`src/rtl/fp_dot_product_sequencer_if.sv`:
```
// Signal bundle for fp_dot_product_sequencer: command, chunk stream, dot-product unit bus, result.
// master = the sequencer itself; slave = its environment (source, unit, consumer).
interface fp_dot_product_sequencer_if #(
  parameter int WIDTH      = 32,
  parameter int NUM_INPUTS = 7,
  parameter int MAX_LEN    = 256
);
  localparam int LEN_W = $clog2(MAX_LEN + 1);

  // command
  logic                        start;
  logic [LEN_W-1:0]            len;
  logic                        busy;

  // operand chunk stream
  logic [WIDTH*NUM_INPUTS-1:0] chunk_a;
  logic [WIDTH*NUM_INPUTS-1:0] chunk_b;
  logic                        chunk_valid;
  logic                        chunk_ready;

  // dot-product unit
  logic [WIDTH*NUM_INPUTS-1:0] dp_a;
  logic [WIDTH*NUM_INPUTS-1:0] dp_b;
  logic [WIDTH-1:0]            dp_c;
  logic [NUM_INPUTS-1:0]       dp_enable;
  logic                        dp_ready;
  logic [WIDTH-1:0]            dp_out;
  logic                        dp_valid;

  // scalar result
  logic [WIDTH-1:0]            result;
  logic                        result_valid;
  logic                        result_ready;

  modport master (
    input  start, len, chunk_a, chunk_b, chunk_valid, dp_out, dp_valid, result_ready,
    output busy, chunk_ready, dp_a, dp_b, dp_c, dp_enable, dp_ready, result, result_valid
  );

  modport slave (
    output start, len, chunk_a, chunk_b, chunk_valid, dp_out, dp_valid, result_ready,
    input  busy, chunk_ready, dp_a, dp_b, dp_c, dp_enable, dp_ready, result, result_valid
  );
endinterface

```
`src/rtl/fp_dot_product_sequencer.sv`:
```
// Splits a long FP dot product into NUM_INPUTS-lane chunks, chaining each partial into dp_c.
// Optional WAIT watchdog with timeout_err port: define DP_SEQ_TIMEOUT_EN.
module fp_dot_product_sequencer #(
  parameter int WIDTH          = 32,
  parameter int NUM_INPUTS     = 7,
  parameter int MAX_LEN        = 256
`ifdef DP_SEQ_TIMEOUT_EN
  , parameter int TIMEOUT_CYCLES = 64
`endif
) (
  input  logic clk,
  input  logic rst,
`ifdef DP_SEQ_TIMEOUT_EN
  output logic timeout_err,
`endif
  fp_dot_product_sequencer_if.master bus
);
  localparam int LEN_W = $clog2(MAX_LEN + 1);

  typedef enum logic [2:0] {
    S_IDLE,
    S_FETCH,
    S_ISSUE,
    S_WAIT,
    S_DONE
  } state_t;

  state_t                state;
  logic [LEN_W-1:0]      chunks_left;
  logic [LEN_W-1:0]      rem;
  logic [WIDTH-1:0]      partial;

`ifdef DP_SEQ_TIMEOUT_EN
  localparam int TMO_W = $clog2(TIMEOUT_CYCLES + 1);
  logic [TMO_W-1:0]      wait_cnt;
`endif

  // Command decode: saturated length, chunk count and tail-lane count.
  logic [LEN_W-1:0]      len_sat;
  logic [LEN_W:0]        len_round;
  logic [LEN_W-1:0]      chunk_total;
  logic [LEN_W-1:0]      len_rem;
  logic                  last_chunk;
  logic [NUM_INPUTS-1:0] lane_mask;

  always_comb begin
    len_sat     = (bus.len > LEN_W'(MAX_LEN)) ? LEN_W'(MAX_LEN) : bus.len;
    len_round   = {1'b0, len_sat} + (LEN_W + 1)'(NUM_INPUTS - 1);
    chunk_total = LEN_W'(len_round / (LEN_W + 1)'(NUM_INPUTS));
    len_rem     = len_sat % LEN_W'(NUM_INPUTS);
  end

  assign last_chunk = (chunks_left == LEN_W'(1));

  // NOTE: every variable assigned in always_comb gets a default first, so no latch is inferred.
  always_comb begin
    lane_mask = '1;
    if (last_chunk && (rem != '0)) lane_mask = NUM_INPUTS'((1 << rem) - 1);
  end

  // NOTE: state and registered outputs use non-blocking assignments so every reader sees pre-edge values.
  always_ff @(posedge clk) begin
    if (rst) begin
      state            <= S_IDLE;
      chunks_left      <= '0;
      rem              <= '0;
      partial          <= '0;
      bus.busy         <= 1'b0;
      bus.chunk_ready  <= 1'b0;
      bus.dp_a         <= '0;
      bus.dp_b         <= '0;
      bus.dp_c         <= '0;
      bus.dp_enable    <= '0;
      bus.dp_ready     <= 1'b0;
      bus.result       <= '0;
      bus.result_valid <= 1'b0;
`ifdef DP_SEQ_TIMEOUT_EN
      timeout_err      <= 1'b0;
      wait_cnt         <= '0;
`endif
    end else begin
      bus.dp_ready <= 1'b0;
`ifdef DP_SEQ_TIMEOUT_EN
      timeout_err  <= 1'b0;
`endif
      case (state)
        S_IDLE: begin
          if (bus.start) begin
            bus.busy    <= 1'b1;
            partial     <= '0;
            chunks_left <= chunk_total;
            rem         <= len_rem;
            if (len_sat == '0) begin
              bus.result       <= '0;
              bus.result_valid <= 1'b1;
              state            <= S_DONE;
            end else begin
              bus.chunk_ready <= 1'b1;
              state           <= S_FETCH;
            end
          end
        end

        S_FETCH: begin
          if (bus.chunk_valid) begin
            bus.chunk_ready <= 1'b0;
            bus.dp_a        <= bus.chunk_a;
            bus.dp_b        <= bus.chunk_b;
            bus.dp_c        <= partial;
            bus.dp_enable   <= lane_mask;
            bus.dp_ready    <= 1'b1;
            state           <= S_ISSUE;
          end
        end

        S_ISSUE: begin
`ifdef DP_SEQ_TIMEOUT_EN
          wait_cnt <= '0;
`endif
          state <= S_WAIT;
        end

        S_WAIT: begin
          if (bus.dp_valid) begin
            partial     <= bus.dp_out;
            chunks_left <= chunks_left - LEN_W'(1);
            if (last_chunk) begin
              bus.result       <= bus.dp_out;
              bus.result_valid <= 1'b1;
              state            <= S_DONE;
            end else begin
              bus.chunk_ready <= 1'b1;
              state           <= S_FETCH;
            end
          end
`ifdef DP_SEQ_TIMEOUT_EN
          // Unit never answered: abandon the operation without producing a result.
          else if (wait_cnt == TMO_W'(TIMEOUT_CYCLES - 1)) begin
            timeout_err <= 1'b1;
            bus.busy    <= 1'b0;
            state       <= S_IDLE;
          end else begin
            wait_cnt <= wait_cnt + TMO_W'(1);
          end
`endif
        end

        S_DONE: begin
          if (bus.result_ready) begin
            bus.result_valid <= 1'b0;
            bus.busy         <= 1'b0;
            state            <= S_IDLE;
          end
        end

        default: state <= S_IDLE;
      endcase
    end
  end
endmodule

```
`src/flat_wrapper.sv`:
```
// flat-port wrapper written by rule: the top's interface ports become plain ports
module fp_dot_product_sequencer_flat 
#(
  parameter int WIDTH          = 32,
  parameter int NUM_INPUTS     = 7,
  parameter int MAX_LEN        = 256

)
  (clk, rst, bus_start, bus_len, bus_chunk_a, bus_chunk_b, bus_chunk_valid, bus_dp_out, bus_dp_valid, bus_result_ready, bus_busy, bus_chunk_ready, bus_dp_a, bus_dp_b, bus_dp_c, bus_dp_enable, bus_dp_ready, bus_result, bus_result_valid);
  fp_dot_product_sequencer_if #(.WIDTH(WIDTH), .NUM_INPUTS(NUM_INPUTS), .MAX_LEN(MAX_LEN)) bus_i ();
  input  logic clk;
  input  logic rst;
  input wire logic [$bits(bus_i.start)-1:0] bus_start;
  input wire logic [$bits(bus_i.len)-1:0] bus_len;
  input wire logic [$bits(bus_i.chunk_a)-1:0] bus_chunk_a;
  input wire logic [$bits(bus_i.chunk_b)-1:0] bus_chunk_b;
  input wire logic [$bits(bus_i.chunk_valid)-1:0] bus_chunk_valid;
  input wire logic [$bits(bus_i.dp_out)-1:0] bus_dp_out;
  input wire logic [$bits(bus_i.dp_valid)-1:0] bus_dp_valid;
  input wire logic [$bits(bus_i.result_ready)-1:0] bus_result_ready;
  output wire logic [$bits(bus_i.busy)-1:0] bus_busy;
  output wire logic [$bits(bus_i.chunk_ready)-1:0] bus_chunk_ready;
  output wire logic [$bits(bus_i.dp_a)-1:0] bus_dp_a;
  output wire logic [$bits(bus_i.dp_b)-1:0] bus_dp_b;
  output wire logic [$bits(bus_i.dp_c)-1:0] bus_dp_c;
  output wire logic [$bits(bus_i.dp_enable)-1:0] bus_dp_enable;
  output wire logic [$bits(bus_i.dp_ready)-1:0] bus_dp_ready;
  output wire logic [$bits(bus_i.result)-1:0] bus_result;
  output wire logic [$bits(bus_i.result_valid)-1:0] bus_result_valid;
  assign bus_i.start = bus_start;
  assign bus_i.len = bus_len;
  assign bus_i.chunk_a = bus_chunk_a;
  assign bus_i.chunk_b = bus_chunk_b;
  assign bus_i.chunk_valid = bus_chunk_valid;
  assign bus_i.dp_out = bus_dp_out;
  assign bus_i.dp_valid = bus_dp_valid;
  assign bus_i.result_ready = bus_result_ready;
  assign bus_busy = bus_i.busy;
  assign bus_chunk_ready = bus_i.chunk_ready;
  assign bus_dp_a = bus_i.dp_a;
  assign bus_dp_b = bus_i.dp_b;
  assign bus_dp_c = bus_i.dp_c;
  assign bus_dp_enable = bus_i.dp_enable;
  assign bus_dp_ready = bus_i.dp_ready;
  assign bus_result = bus_i.result;
  assign bus_result_valid = bus_i.result_valid;
  fp_dot_product_sequencer #(.WIDTH(WIDTH), .NUM_INPUTS(NUM_INPUTS), .MAX_LEN(MAX_LEN)) u_core (.clk(clk), .rst(rst), .bus(bus_i));
endmodule
```
`config.mk`:
```
export PLATFORM = sky130hd
export DESIGN_NAME = fp_dot_product_sequencer_flat
export DESIGN_NICKNAME = d
export VERILOG_FILES = /design/src/rtl/fp_dot_product_sequencer_if.sv /design/src/rtl/fp_dot_product_sequencer.sv /design/src/flat_wrapper.sv
export SDC_FILE = /design/constraint.sdc
export NUM_CORES = 1
export LEC_CHECK = 0
export CAP_MARGIN = 20
export CORE_AREA = 2 2 393 395
export DETAILED_ROUTE_END_ITERATION = 8
export DIE_AREA = 0 0 395 397
export GPL_TIMING_DRIVEN = 1
export HOLD_SLACK_MARGIN = 0.03
export MAX_ROUTING_LAYER = met4
export REMOVE_ABC_BUFFERS = 1
export SYNTH_ARGS = -nofsm -noshare
export SYNTH_HDL_FRONTEND = slang
export SYNTH_SLANG_ARGS = --single-unit
```
`constraint.sdc`:
```
create_clock -name clk -period 4.5 [get_ports clk]
set_input_delay 0.45 -clock clk [delete_from_list [all_inputs] [get_ports clk]]
set_output_delay 0.45 -clock clk [all_outputs]
set_load 0.01 [all_outputs]
```
* Word level (Yosys, flattened, before mapping)
Cells that the tools add are included.
** Storage, ports and cells
- Word-level logic and storage cells :: 86
- Bits in registers :: 576
** Cells by class
- Equality and inequality tests :: 13
- Reduce and logical (&&, ||, !) cells :: 17
- Bitwise gates (word level) :: 1
- Mux-type cells :: 35
- Divide/modulo/power cells :: 2
- Order comparisons :: 1
- Add/subtract/negate cells :: 3
- Shift-type cells :: 1
** Operators with widths (number)
- 32-bit 2-to-1 mux :: 6
- 32-bit one-hot mux with 2 select lines :: 2
- 9-bit 2-to-1 mux :: 3
- 3-bit 2-to-1 mux :: 6
- 9-bit one-hot mux with 2 select lines :: 1
- 3-bit one-hot mux with 5 select lines :: 1
- 1-bit 2-to-1 mux :: 12
- 2-bit != test (second input constant) :: 6
- 6-bit AND reduction :: 2
- 9-bit by 3-bit adder with 10-bit output (second input constant) :: 1
- 10-bit by 3-bit divider with 10-bit output (second input constant) :: 1
- 9-bit by 1-bit == test with 1-bit output (second input constant) :: 1
- 9-bit > comparator (second input constant) :: 1
- 9-bit logical NOT :: 1
- 9-bit by 3-bit modulo with 9-bit output (second input constant) :: 1
- 9-bit nonzero test :: 1
- 1-bit by 9-bit << shifter with 7-bit output (first input constant) :: 1
- 9-bit by 1-bit subtractor with 9-bit output (second input constant) :: 1
- 7-bit 2-to-1 mux :: 1
- 7-bit by 2-bit subtractor with 7-bit output (second input constant) :: 1
- 3-bit by 2-bit == test with 1-bit output (second input constant) :: 2
- 1-bit one-hot mux with 3 select lines :: 2
- 3-bit AND reduction :: 2
- 3-bit nonzero test :: 2
- other kinds (12) :: 15

* Depth between registers and ports, before layout
- Word-level depth :: 6
- Mapped depth :: 22
- Gate-level depth less buffers :: 21

* Worst setup path after synthesis
Ideal clock, no wire load.
- Kind :: input -> register
- From :: input bus_len[8]
- To :: register u_core.chunks_left[0]
- Buffers on the path :: 2
- Setup time :: 63 ps
- Stages on the path :: 22
- Required time :: 4437 ps
- Path slack :: -230 ps
- Arrival time :: 4667 ps
- Cell sequence :: buf_2 -> inv_1 -> nand2_1 -> ha_1 -> buf_6 -> or3b_1 -> mux2i_1 -> a31oi_2 -> o31ai_4 -> a211oi_2 -> o221a_4 -> o32a_2 -> xnor2_1 -> or2b_2 -> nand2_1 -> nand2_1 -> ha_1 -> inv_1 -> a211o_1 -> a22oi_1 -> or4_1 -> nand3_1
** On the way
- Longest elaborated chain between the ends :: 6
** RTL lines
- start, declared :: line flat_wrapper.sv:14 : input wire logic [$bits(bus_i.len)-1:0] bus_len;
- 9-bit > comparator :: line fp_dot_product_sequencer.sv:47 : len_sat = (bus.len > LEN_W'(MAX_LEN)) ? LEN_W'(MAX_LEN) : bus.len;
- 9-bit 2-to-1 mux * :: line fp_dot_product_sequencer.sv:47
- 9-bit by 3-bit adder with 10-bit output * :: line fp_dot_product_sequencer.sv:48 : len_round = {1'b0, len_sat} + (LEN_W + 1)'(NUM_INPUTS - 1);
- 10-bit by 3-bit divider with 10-bit output * :: line fp_dot_product_sequencer.sv:49 : chunk_total = LEN_W'(len_round / (LEN_W + 1)'(NUM_INPUTS));
- 9-bit 2-to-1 mux * :: line fp_dot_product_sequencer.sv:88 : if (bus.start) begin
- 9-bit one-hot mux with 2 select lines * :: line fp_dot_product_sequencer.sv:86 : case (state)
- end signal, assigned :: line fp_dot_product_sequencer.sv:91 : chunks_left <= chunk_total;
- end signal, assigned :: line fp_dot_product_sequencer.sv:126 : chunks_left <= chunks_left - LEN_W'(1);
- end, declared :: line fp_dot_product_sequencer.sv:29 : logic [LEN_W-1:0] chunks_left;
Mark *: on every way between the ends. The rest lies on a longest branch, timed or not. The select of a mux whose other input is x is not followed.
A chain may end at the register's enable or synchronous reset.

* Worst setup path in the final report
Ends and elaborated chain as after synthesis.

==> qor.yml <==
global_routing:
  grt_pass1_vias: 22100
  grt_use_met3: 0.0353
  grt_busiest_layer: "met2"
  grt_max_degree: 146
  grtUsageTotal: 0.142
  gr-total-overflow: 0
  grt_pass1_wl_um: 158000
  grt_antenna_before_repair: 32
  met1_usage: 0.164
  grtUsageMet2: 0.243
worst_hold_path:
  hold_depth: 2
  min_to: "u_core.bus.dp_b[217]$_SDFFE_PP0P_"
  hold_path.class: "input pin to flip-flop"
  hp-start: "rst"
routing:
  drt-initial-drc-count: 1361
  viasPerCell: 3.90
  wl_per_cell_um: 19.3
  drc: 0
  drtAntennaViolNets: 0
  vias: 23000
  wl_um: 114000
  drtPass1Iterations: 5
pwr:
  ir_worst_vdd_uv: 259
  p_per_area_nw_per_um2: 399
  p_leak_nw: 12.5
  total_power_mw: 14.8
floorplanning:
  ios: 1018
  fp.dieH_um: 397
  fp.coreArea_um2: 153000
  dieArea_um2: 157000
  rows: 144
  dieWidth_um: 395
  start_util: 0.142
setup_path:
  rrSetupSlack_ps: 1540
  r2r-end: "u_core.chunks_left[8]$_SDFFE_PP0P_"
  arrival_ps: 4880
  end_kind: "flip-flop"
  critPathKind: "input pin to flip-flop"
  crit_required_ps: 5090
  r2r_start: "u_core.state[1]$_SDFFE_PP0P_"
  rr_worst_depth: 10
  cp_max_fo: 9
  start_kind: "input pin"
yosys:
  postSynthCellCount: 2796
  synth_area_um2: 21800
  syn_avg_cell_area_um2: 7.79
  synth_edf_count: 0
  synth_cell_type_count: 87
  ys.flop_type: "dfxtp_1"
  synth_top_family_by_area: "simple AND/OR/NAND/NOR gates"
  yosys_warnings: 0
  yosysSeqAreaShare: 0.529
  synth_xor_area_frac: 0.00643
  synth_adder_area_share: 0.00735
  synth-compound-area-share: 0.181
  async_flop_share: 0
  synthSimpleGateAreaFrac: 0.232
  ys_seq_elements: 576
  synthMuxAreaShare: 0.00327
final_layout:
  finalCoreUtilization: 0.243
  stdcell_count: 5903
  nets: 4292
  area_delta_synth_final_pct: 70.4
  drive_above_1_share: 0.0677
timing:
  fin_hold_ws_ps: 283
  period_needed_ps: 4290
  finalHoldViolCount: 0
  setup_ws_ps: 210
  drv_slew: 0
  slew_headroom: 0.393
  fmaxAchievable_ghz: 0.233
  worstMarginPinSlew_ps: 910
  fin_crit_sh: 0.953
  setup_viol: 0
  skew_ps: 30.6
clocking:
  root_buffer: "clkbuf_16"
  numCtsBuffers: 72
  cts_buffer_depth: 3
  cts_hold_buf: 0
  cts.reportedPaths.clkPinSlew_ps: 50
  htreeDepth: 3
  clock_latency_ps: 670
  cts_sinks: 576
  cts_tree: "done"
placed_design:
  dpl_worst_slack_ps: -460
  io_buffers: 1017
  dp_cells: 5754
  place.gp.congestion: 0.869
  hpwl_um: 88000
run:
  max_cap_violations: 0
run_status:
  outcome: "completed"
power breakdown:
| group | leakage (nW) | total (mW) | internal (mW) | switching [mW] |
|---|---|---|---|---|
| Sequential | 4.67 | 5.70 | 5.48 | 0.224 |
| Combinational | 6.64 | 3.23 | 1.47 | 1.76 |
| Clock | 1.15 | 5.90 | 3.42 | 2.47 |
worst max-delay path, stage by stage:
cell             delay [ps]
clkdlybuf4s50_1         440
inv_1                   120
nand2_1                  90
ha_1                    290
or3b_1                  390
mux2i_1                 260
a31oi_4                 140
o21ai_0                 390
o2111a_1                270
o221a_4                 190
o32a_2                  160
xnor2_1                 130
or2b_2                  330
nand2_1                  70
nand2_1                  60
ha_1                    220
inv_1                    90
a211o_1                 120
a22oi_1                  80
or4_1                   510
nand3_1                  90
cell families (layout without fill, tap and decap cells):
| logic type | Yosys count | in the layout |
|---|---|---|
| XOR/XNOR | 16 | 16 |
| other | 0 | 18 |
| adder cells (fa/ha/maj) | 13 | 13 |
| AND/OR/NAND/NOR | 1261 | 1261 |
| multiplexers | 7 | 7 |
| buffers and inverters | 225 | 1270 |
| flip-flops | 576 | 576 |
| AO/OA/AOI/OAI | 698 | 698 |
worst max path at each step:
stage	end	start	depth (start not counted)	slack (ps)
detailed placement	u_core.chunks_left[0]$_SDFFE_PP0P_	bus_len[8]	21	-460
global route	u_core.chunks_left[0]$_SDFFE_PP0P_	bus_len[8]	21	-20
global placement	u_core.chunks_left[1]$_SDFFE_PP0P_	bus_len[8]	22	-470
floorplan	u_core.bus.dp_enable[4]$_SDFFE_PP0P_	u_core.state[0]$_SDFFE_PP0P_	5	-5120
finish	u_core.chunks_left[0]$_SDFFE_PP0P_	bus_len[8]	21	210
CTS	u_core.chunks_left[0]$_SDFFE_PP0P_	bus_len[8]	21	250
flip-flops by register name, indices dropped and copies added (netlist names):
signal,flops
u_core.bus.dp_enable,7
u_core.bus.dp_a,224
u_core.partial,32
u_core.bus.result,32
u_core.state,3
u_core.bus.dp_ready,1
u_core.bus.dp_b,224
u_core.rem,9
u_core.bus.result_valid,1
u_core.bus.dp_c,32
u_core.bus.chunk_ready,1
u_core.bus.busy,1
u_core.chunks_left,9
cell usage after synthesis, types with 6 or more instances:
| master | count | area share |
|---|---|---|
| nor3_1 | 17 | 0.0039 |
| nand2b_1 | 8 | 0.0023 |
| nand3b_1 | 6 | 0.0021 |
| dfxtp_1 | 576 | 0.53 |
| xnor2_1 | 11 | 0.0044 |
| ha_1 | 12 | 0.0069 |
| o21ai_0 | 22 | 0.0051 |
| clkbuf_1 | 196 | 0.034 |
| nor2b_1 | 9 | 0.0026 |
| inv_1 | 13 | 0.0022 |
| mux2i_1 | 6 | 0.0028 |
| a32oi_1 | 28 | 0.011 |
| nand2_1 | 1043 | 0.18 |
| nand3_1 | 54 | 0.012 |
| buf_2 | 7 | 0.0016 |
| o21ai_1 | 6 | 0.0014 |
| o211ai_1 | 6 | 0.0021 |
| a211oi_1 | 15 | 0.0052 |
| nor2_1 | 80 | 0.014 |
| a21oi_1 | 548 | 0.13 |
| o22ai_1 | 6 | 0.0017 |
metrics by stage:
step                cell area, µm²  TNS [ps]
floorplan                    21000  -2271400
global placement             34700      -937
detailed placement           34700      -895
CTS                          37000         0
global route                 37100     -18.5
finish                       37100         0
layer usage:
layer / part of all wire / vias up
li1: - / 11300
met4: 0.017 / 0
met2: 0.51 / 745
met5: 0 / -
met1: 0.41 / 10900
met3: 0.067 / 99
layout make-up:
class / count / area, µm²
antenna: 18 / 45.0
clock buffer: 107 / 2100
clock inverter: 23 / 268
fill: 16700 / 116000
inverter: 13 / 48.8
multi-input combinational: 1995 / 9450
sequential: 576 / 11500
tap: 2044 / 2560
timing repair buffer: 1127 / 11100
repair_timing:
action	4_1_cts	5_1_grt
setup buffers	0	1
gates resized for setup	0	9
setup endpoints to repair	0	2
cell usage in the layout (no fill, tap or decap), types with 9 or more instances in the layout:
master / count
ha_1: 12
a32oi_1: 28
a21oi_1: 547
buf_4: 100
nor3_1: 17
dfxtp_1: 576
clkbuf_16: 74
nor2b_1: 9
clkbuf_8: 12
xnor2_1: 11
diode_2: 18
a211oi_1: 14
nor2_1: 79
o21ai_0: 22
nand3_1: 54
clkdlybuf4s50_1: 1016
buf_12: 10
nand2_1: 1041
inv_1: 13
clkbuf_1: 21
Power figures use the tool's default switching activity.
